File: src/rtl/lsu_pkg.sv
// Shared types and constants for the RV32I load/store unit.
// Also holds the request legality helpers used at acceptance time.
package lsu_pkg;

   typedef enum logic [2:0] {
      ST_IDLE,
      ST_READ,
      ST_WAIT,
      ST_WRITE,
      ST_RESP
   } lsu_state_e;

   localparam logic [2:0] F3_B  = 3'b000;
   localparam logic [2:0] F3_H  = 3'b001;
   localparam logic [2:0] F3_W  = 3'b010;
   localparam logic [2:0] F3_BU = 3'b100;
   localparam logic [2:0] F3_HU = 3'b101;

   localparam logic [1:0] SIZE_WORD = 2'b10;

   // Stores only have B/H/W; loads additionally have BU/HU.
   function automatic logic f3_illegal(input logic store, input logic [2:0] f3);
      if (store) begin
         return f3 > F3_W;
      end
      return (f3 == 3'b011) || (f3 == 3'b110) || (f3 == 3'b111);
   endfunction

   function automatic logic f3_misaligned(input logic [2:0] f3, input logic [1:0] offset);
      case (f3[1:0])
         2'b01:   return offset[0];
         2'b10:   return offset != 2'b00;
         default: return 1'b0;
      endcase
   endfunction

endpackage

File: src/rtl/lsu_lane_align.sv
// Byte/half lane selection for loads and lane merge for sub-word stores.
// Shared by the load and store paths of the load/store unit.
module lsu_lane_align
   import lsu_pkg::*;
(
   input  logic [31:0] word,
   input  logic [1:0]  offset,
   input  logic [2:0]  funct3,
   input  logic [31:0] wdata,
   output logic [31:0] load_data,
   output logic [31:0] store_word
);

   logic [7:0]  byte_sel;
   logic [15:0] half_sel;

   always_comb begin
      // NOTE: every output gets a default first so no latch is inferred.
      byte_sel   = word[{offset, 3'b000} +: 8];
      half_sel   = offset[1] ? word[31:16] : word[15:0];
      load_data  = '0;
      store_word = word;

      case (funct3)
         F3_B:    load_data = {{24{byte_sel[7]}}, byte_sel};
         F3_H:    load_data = {{16{half_sel[15]}}, half_sel};
         F3_W:    load_data = word;
         F3_BU:   load_data = {24'h0, byte_sel};
         F3_HU:   load_data = {16'h0, half_sel};
         default: load_data = '0;
      endcase

      // Untouched lanes keep the value read back from memory.
      case (funct3[1:0])
         2'b00:   store_word[{offset, 3'b000} +: 8] = wdata[7:0];
         2'b01: begin
            if (offset[1]) store_word[31:16] = wdata[15:0];
            else           store_word[15:0]  = wdata[15:0];
         end
         default: store_word = wdata;
      endcase
   end

endmodule

File: src/rtl/load_store_unit.sv
// Data-memory initiator for the RV32I core: word-indexed access, read-modify-write
// for sub-word stores, load extension, and misaligned/range/funct3 error reporting.
module load_store_unit
   import lsu_pkg::*;
#(
   parameter int MEM_WORDS = 32,
   parameter int ADDR_W    = 32
) (
   input  logic              clk_i,
   input  logic              reset_ni,
   input  logic              req_valid_i,
   output logic              req_ready_o,
   input  logic              req_store_i,
   input  logic [2:0]        req_funct3_i,
   input  logic [ADDR_W-1:0] req_addr_i,
   input  logic [31:0]       req_wdata_i,
   output logic              resp_valid_o,
   input  logic              resp_ready_i,
   output logic [31:0]       resp_rdata_o,
   output logic              resp_err_o,
   output logic              mem_write_o,
   output logic [1:0]        mem_size_o,
   output logic [31:0]       mem_addr_o,
   output logic [31:0]       mem_wdata_o,
   input  logic [31:0]       mem_rdata_i
);

   lsu_state_e        state;
   logic              store_q;
   logic [2:0]        funct3_q;
   logic [1:0]        offset_q;
   logic [31:0]       wdata_q;
   logic [31:0]       mem_addr_q;
   logic [31:0]       mem_wdata_q;
   logic [31:0]       rdata_q;
   logic              err_q;

   logic [ADDR_W-1:0] word_idx;
   logic              req_err;
   logic [31:0]       load_data;
   logic [31:0]       store_word;

   assign word_idx = req_addr_i >> 2;
   assign req_err  = f3_illegal(req_store_i, req_funct3_i)
                   | f3_misaligned(req_funct3_i, req_addr_i[1:0])
                   | (word_idx >= ADDR_W'(MEM_WORDS));

   // Memory read data is consumed directly in WAIT, one cycle after READ drove the address.
   lsu_lane_align u_lane_align (
      .word       (mem_rdata_i),
      .offset     (offset_q),
      .funct3     (funct3_q),
      .wdata      (wdata_q),
      .load_data  (load_data),
      .store_word (store_word)
   );

   always_ff @(posedge clk_i or negedge reset_ni) begin
      if (!reset_ni) begin
         state       <= ST_IDLE;
         store_q     <= 1'b0;
         funct3_q    <= '0;
         offset_q    <= '0;
         wdata_q     <= '0;
         mem_addr_q  <= '0;
         mem_wdata_q <= '0;
         rdata_q     <= '0;
         err_q       <= 1'b0;
      end else begin
         // NOTE: sequential state uses non-blocking assignments so every flop sees pre-edge values.
         case (state)
            ST_IDLE: begin
               if (req_valid_i) begin
                  store_q  <= req_store_i;
                  funct3_q <= req_funct3_i;
                  offset_q <= req_addr_i[1:0];
                  wdata_q  <= req_wdata_i;
                  rdata_q  <= '0;
                  err_q    <= req_err;
                  if (req_err) begin
                     state <= ST_RESP;
                  end else begin
                     mem_addr_q <= 32'(word_idx);
                     if (req_store_i && (req_funct3_i == F3_W)) begin
                        mem_wdata_q <= req_wdata_i;
                        state       <= ST_WRITE;
                     end else begin
                        state <= ST_READ;
                     end
                  end
               end
            end
            ST_READ: state <= ST_WAIT;
            ST_WAIT: begin
               if (store_q) begin
                  mem_wdata_q <= store_word;
                  state       <= ST_WRITE;
               end else begin
                  rdata_q <= load_data;
                  state   <= ST_RESP;
               end
            end
            ST_WRITE: state <= ST_RESP;
            ST_RESP: begin
               if (resp_ready_i) state <= ST_IDLE;
            end
            default: state <= ST_IDLE;
         endcase
      end
   end

   // Decoded from the state register so reset clears the write strobe immediately.
   assign req_ready_o  = (state == ST_IDLE);
   assign resp_valid_o = (state == ST_RESP);
   assign mem_write_o  = (state == ST_WRITE);
   assign mem_size_o   = SIZE_WORD;
   assign mem_addr_o   = mem_addr_q;
   assign mem_wdata_o  = mem_wdata_q;
   assign resp_rdata_o = rdata_q;
   assign resp_err_o   = err_q;

endmodule

File: config.mk
export PLATFORM = sky130hd
export DESIGN_NAME = load_store_unit
export DESIGN_NICKNAME = d
export VERILOG_FILES = /design/src/rtl/lsu_pkg.sv /design/src/rtl/lsu_lane_align.sv /design/src/rtl/load_store_unit.sv
export SDC_FILE = /design/constraint.sdc
export NUM_CORES = 1
export LEC_CHECK = 0
export ABC_AREA = 1
export BUFFER_PORTS_ARGS = -buffer_cell sky130_fd_sc_hd__buf_4
export CORE_ASPECT_RATIO = 0.7
export CORE_UTILIZATION = 54
export CTS_CLUSTER_DIAMETER = 150
export DETAILED_ROUTE_END_ITERATION = 16
export PLACE_DENSITY = 0.87
export SYNTH_ARGS = -nofsm -noshare
export SYNTH_HDL_FRONTEND = slang
export SYNTH_SLANG_ARGS = --single-unit
File: constraint.sdc
create_clock -name clk_i -period 2.9 [get_ports clk_i]
set_clock_uncertainty 0.1 [all_clocks]
set_input_delay 0.87 -clock clk_i [delete_from_list [all_inputs] [get_ports clk_i]]
set_output_delay 0.87 -clock clk_i [all_outputs]
set_load 0.005 [all_outputs]
# Word-level counts from Yosys, hierarchy flattened
# Index checks and enable logic that the tools add are counted.
# word_totals
register_bits	136
output_inout_bits	102
wordCells	76
# classes
n_addsub	1
magnitude_cmp	2
eq_ne	21
shifts	3
n_mux	24
n_bitwise	3
reduce_logical	13
# ops
operator	n
32-bit 2-to-1 mux	6
32-bit case mux with 2 select lines	3
32-bit case mux with 5 select lines	1
16-bit 2-to-1 mux	3
32-bit bitwise mux	1
8-bit by 7-bit variable shift with 32-bit output, first input constant	1
32-bit by 6-bit variable part select with 8-bit output	1
8-bit by 7-bit variable part select with 32-bit output	1
30-bit by 6-bit >= comparator with 1-bit output, second input constant	1
3-bit by 2-bit equality test with 1-bit output, second input constant	5
3-bit equality test, second input constant	5
3-bit case mux with 5 select lines	1
3-bit 2-to-1 mux	4
2-bit inequality test, second input constant	4
5-bit negation with 7-bit output	1
3-bit by 1-bit equality test with 1-bit output, second input constant	2
3-bit logical NOT	2
3-bit AND reduction	2
5-bit AND reduction	1
2-bit by 1-bit equality test with 1-bit output, second input constant	2
2-bit by 1-bit inequality test with 1-bit output, second input constant	2
2-bit AND reduction	2
2-bit nonzero test	2
3-bit by 2-bit greater-than comparator with 1-bit output, second input constant	1
9 further kinds	13

# Longest topological paths before layout
# depth
depth_word	9
depth_mapped	16
mapped_depth_nobuf	12

# By module
# Synthesis repeated with hierarchy kept, for this count alone.
# unflattened
cells_unflattened	1158
area_unflattened_um2	8139.1
# by_module_without_submodules
mod	n_inst	cells_per_inst	area_each_um2	seq_area_each_um2
load_store_unit	1	686	5958.2	3403.3
lsu_lane_align	1	472	2180.8	0.0

# Worst setup path before layout
# OpenSTA, ideal clock, no wires.
# synth_timing
kind	register -> register
startpoint	reg offset_q[1]
endpoint	reg mem_wdata_q[0] (netlist: mem_wdata_o[0])
setup_time_ns	0.065
t_arrival_ns	2.227
t_required_ns	2.735
slack_ns	0.508
stages_incl_launch_ff	15
n_path_buf	4
cell_sequence	dfrtp_1 -> buf_2 -> inv_1 -> buf_2 -> clkbuf_1 -> ha_1 -> buf_2 -> nor2_1 -> nand2_1 -> nand2_1 -> nand2_1 -> nand3_1 -> nand2_1 -> nand3b_1 -> nand2_1
# synth_via
elab_chain_len	6
# synth_rtl
item	line	rtl
start, declared	load_store_unit.sv:31	logic [1:0] offset_q;
start signal, assigned	load_store_unit.sv:76	offset_q <= req_addr_i[1:0];
5-bit negation with 7-bit output	lsu_lane_align.sv:35	2'b00: store_word[{offset, 3'b000} +: 8] = wdata[7:0];
8-bit by 7-bit variable part select with 32-bit output / 8-bit by 7-bit variable shift with 32-bit output (equally long branches)	lsu_lane_align.sv:35	
32-bit bitwise mux	lsu_lane_align.sv:35	
32-bit case mux with 2 select lines (*)	lsu_lane_align.sv:34	case (funct3[1:0])
32-bit 2-to-1 mux (*)	load_store_unit.sv:95	if (store_q) begin
32-bit case mux with 2 select lines (*)	load_store_unit.sv:71	case (state)
end signal, assigned	load_store_unit.sv:85	mem_wdata_q <= req_wdata_i;
end signal, assigned	load_store_unit.sv:96	mem_wdata_q <= store_word;
end, declared	load_store_unit.sv:34	logic [31:0] mem_wdata_q;
# Every way passes the cells marked *; elsewhere a longest branch is shown, timed or not. The select of a mux whose other input is x is not followed.
# A chain may end at the register's enable or synchronous reset.

# Final worst setup path
# layout_timing
startpoint	reg offset_q[0]
endpoint	reg mem_wdata_q[2] (netlist: mem_wdata_o[2])
# layout_via
elab_chain_len	6
# layout_rtl
item	line
5-bit negation with 7-bit output (*)	lsu_lane_align.sv:35
8-bit by 7-bit variable part select with 32-bit output / 8-bit by 7-bit variable shift with 32-bit output (equally long branches)	lsu_lane_align.sv:35
32-bit bitwise mux (*)	lsu_lane_align.sv:35
32-bit case mux with 2 select lines (*)	lsu_lane_align.sv:34
32-bit 2-to-1 mux (*)	load_store_unit.sv:95
32-bit case mux with 2 select lines (*)	load_store_unit.sv:71
# Marked as above.

==> flow_summary.yaml <==
run_status:
  outcome: "finished clean"
pwr:
  ir_drop_uv: 483
  p_leak_nw: 6.09
  power.density_mw_per_mm2: 864
critical_path:
  crit_fanout: 9
  critPathTopFamily: "simple AND/OR/NAND/NOR gates"
  critPathLaunchType: "flop"
  crit_type: "flop to flop"
  cp_slowest_stage_delay_ns: 0.47
  cp-end-kind: "flop"
  worst-path-buf-inv: 1
  cp_data_arrival_time_ns: 2.76
  worstPathRequired_ns: 3.16
  slowest_stage: "nor2_1"
  path_common_cell: "nand2_1"
  crit_chain: "inv_1 > ha_1 > nor2_1 > nand2_1 > nand2_1 > nand2_1 > nand2_1 > nor2_1 > nor2_1 > nand3_1 > nand2_1"
finish:
  fin_area_sq_mm: 0.0105
  area_growth_pct: 27.2
  fill_cells: 1240
  seqCellArea_sq_mm: 0.00340
  final_layout_size_suffix_gt1_share_pct: 18.9
  multi_input_area_sq_mm: 0.00392
  nNetsFinal: 1535
  fin_cells: 1631
  antenna_cells: 0
timing:
  tns_ns: 0
  hold_viol: 0
  finalCritPeriodShare_pct: 86.1
  grt_setup_unrepaired: "false"
  slew_viol_final: 0
  period_needed_ns: 2.50
  max_freq_mhz: 400
  finalSetupViolCount: 0
  tightest_slew_ns: 1.26
  slew_headroom_pct: 15.6
global_routing:
  grt_use_total_pct: 34.6
  grt_pass1_wl_um: 41900
  grt-ovfl-total: 0
  antenna_found_initial: 1
  grt_pass1_vias: 8074
  grt_max_degree: 64
clocking:
  path_clk_slew_ns: 0.06
  cts_tree: "built"
  cts-htree-levels: 4
  numCtsBuffers: 17
  clock-sinks: 136
  clkLatencyLatePin_ns: 0.42
  cts_hold_buf: 0
  root_buffer: "clkbuf_16"
  cts_resized: 0
  post_cts.repair.setup_buffers: 0
  cts_max_path_buffers: 2
logic_synthesis:
  synth_area_leaders: "dfrtp_1 (41%), nand2_1 (23%), inv_1 (6.7%)"
  synth-compound-area-share_pct: 10.3
  synth.mux.area_fraction_pct: 0
  synth-adder-area-share_pct: 1.22
  yosysWarnings: 0
  synth_cell_types: 31
  synth-simple-area-share_pct: 35.9
  synth.most_common_cell: "nand2_1"
  yosysTopAreaCell: "dfrtp_1"
  synthCells: 1251
  synth_xor_area_share_pct: 0
  async_flop_share_pct: 100
  synth_common_cells: "nand2_1 (505), inv_1 (148), dfrtp_1 (136)"
  syn_area_sq_mm: 0.00823
  synth_top_family_by_area: "simple AND/OR/NAND/NOR gates"
  synth.avg_cell_area_sq_um: 6.58
  synth_seq_cells: 136
  synth_edf_count: 0
  yosysSeqAreaShare_pct: 41.3
  synth_ff_type: "dfrtp_1"
  synth_top_area_share_pct: 41.3
floorplanning:
  fp.dieH_um: 105
  io_pins: 206
  start_util_pct: 55.6
  die_w_um: 150
  rows: 37
  die-area_sq_mm: 0.0158
  core_area_sq_mm: 0.0148
detailed_routing:
  first_iter_violations: 975
  postRouteAntennaNets: 0
  drc: 0
  first_pass_iters: 6
  routed_wl_um: 26300
  vias: 8817
  wl_per_cell_um: 16.1
  vias_per_cell: 5.41
place:
  dp_hpwl_um: 19000
  io_buffers: 201
  placed_cell_area_sq_mm: 0.00986
  gp_congestion: 0.969
  dpl.cell_count: 1599
flow_run:
  max-cap-violations: 0
worst_hold_path:
  hold_class: "input port to async pin"
-- kinds of logic after synthesis --
kind of cell | count (synthesis)
flops | 136
fa+ha+maj | 8
other cells | 2
buf+inv | 227
compound gates | 149
simple gates | 729
-- through the flow --
step	power (mW)	hold WS (ns)	util [%]	setup slack, ns
finish	9.06	0.288	70.7	0.403
global route	9.62	0.322	70.7	0.188
detailed placement	6.63	0.353	66.6	0.210
floorplan	5.26	0.350	-	0.508
CTS	8.95	0.303	70.7	0.462
global placement	6.53	0.350	66.6	0.344
-- cell type report --
type	count	area share [%]
multi-input combinational	890	37.4
sequential	136	32.5
timing repair buffer	222	16.3
inverter	156	5.59
clock buffer	20	4.26
tap	195	2.33
clock inverter	12	1.59
-- registers in the layout (all words and copies together) (netlist names) --
register and cells:
funct3_q 3, mem_addr_o 30, mem_wdata_o 32, offset_q 2
resp_err_o 1, resp_rdata_o 32, state 3, store_q 1
wdata_q 32
-- worst paths after layout --
path                                      startpoint                            to  slack, ns  cells after the start
max                          offset_q[0]$_DFFE_PN0P_    mem_wdata_o[2]$_DFFE_PN0P_       0.40                     11
min                                         reset_ni  resp_rdata_o[29]$_DFFE_PN0P_       0.29                      1
max reg2reg                  offset_q[0]$_DFFE_PN0P_    mem_wdata_o[2]$_DFFE_PN0P_       0.40                     11
min reg2reg                mem_addr_o[5]$_DFFE_PN0P_     mem_addr_o[5]$_DFFE_PN0P_       0.36                      2
max in group asynchronous                   reset_ni    mem_wdata_o[2]$_DFFE_PN0P_       1.76                      2
min in group clk_i         mem_addr_o[5]$_DFFE_PN0P_     mem_addr_o[5]$_DFFE_PN0P_       0.36                      2
-- cell usage in the layout (no fill, tap or decap), types with 17 or more instances in the layout --
cell       instances
nor2_1            99
inv_1            148
o211ai_1          22
clkbuf_16         17
o21ai_0           68
buf_4            218
nand2_1          504
a21oi_1           46
nand3_1           93
dfrtp_1          136
-- report_power, final --
group / leakage, nW / switching, mW / internal (mW) / total (mW)
Sequential: 1.79 / 0.511 / 2.37 / 2.88
Clock: 0.286 / 0.903 / 1.39 / 2.29
Combinational: 4.02 / 2.54 / 1.34 / 3.88
Total: 6.09 / 3.95 / 5.10 / 9.06
-- metal layers --
layer,share of wire (%),track usage (%),vias to the layer above
met4,2.0,10.6,0
met5,0,0,-
met2,43,50.7,523
met3,11,7.71,53
li1,-,-,4211
met1,43,50.6,4030
(Power assumes the default switching activity.)
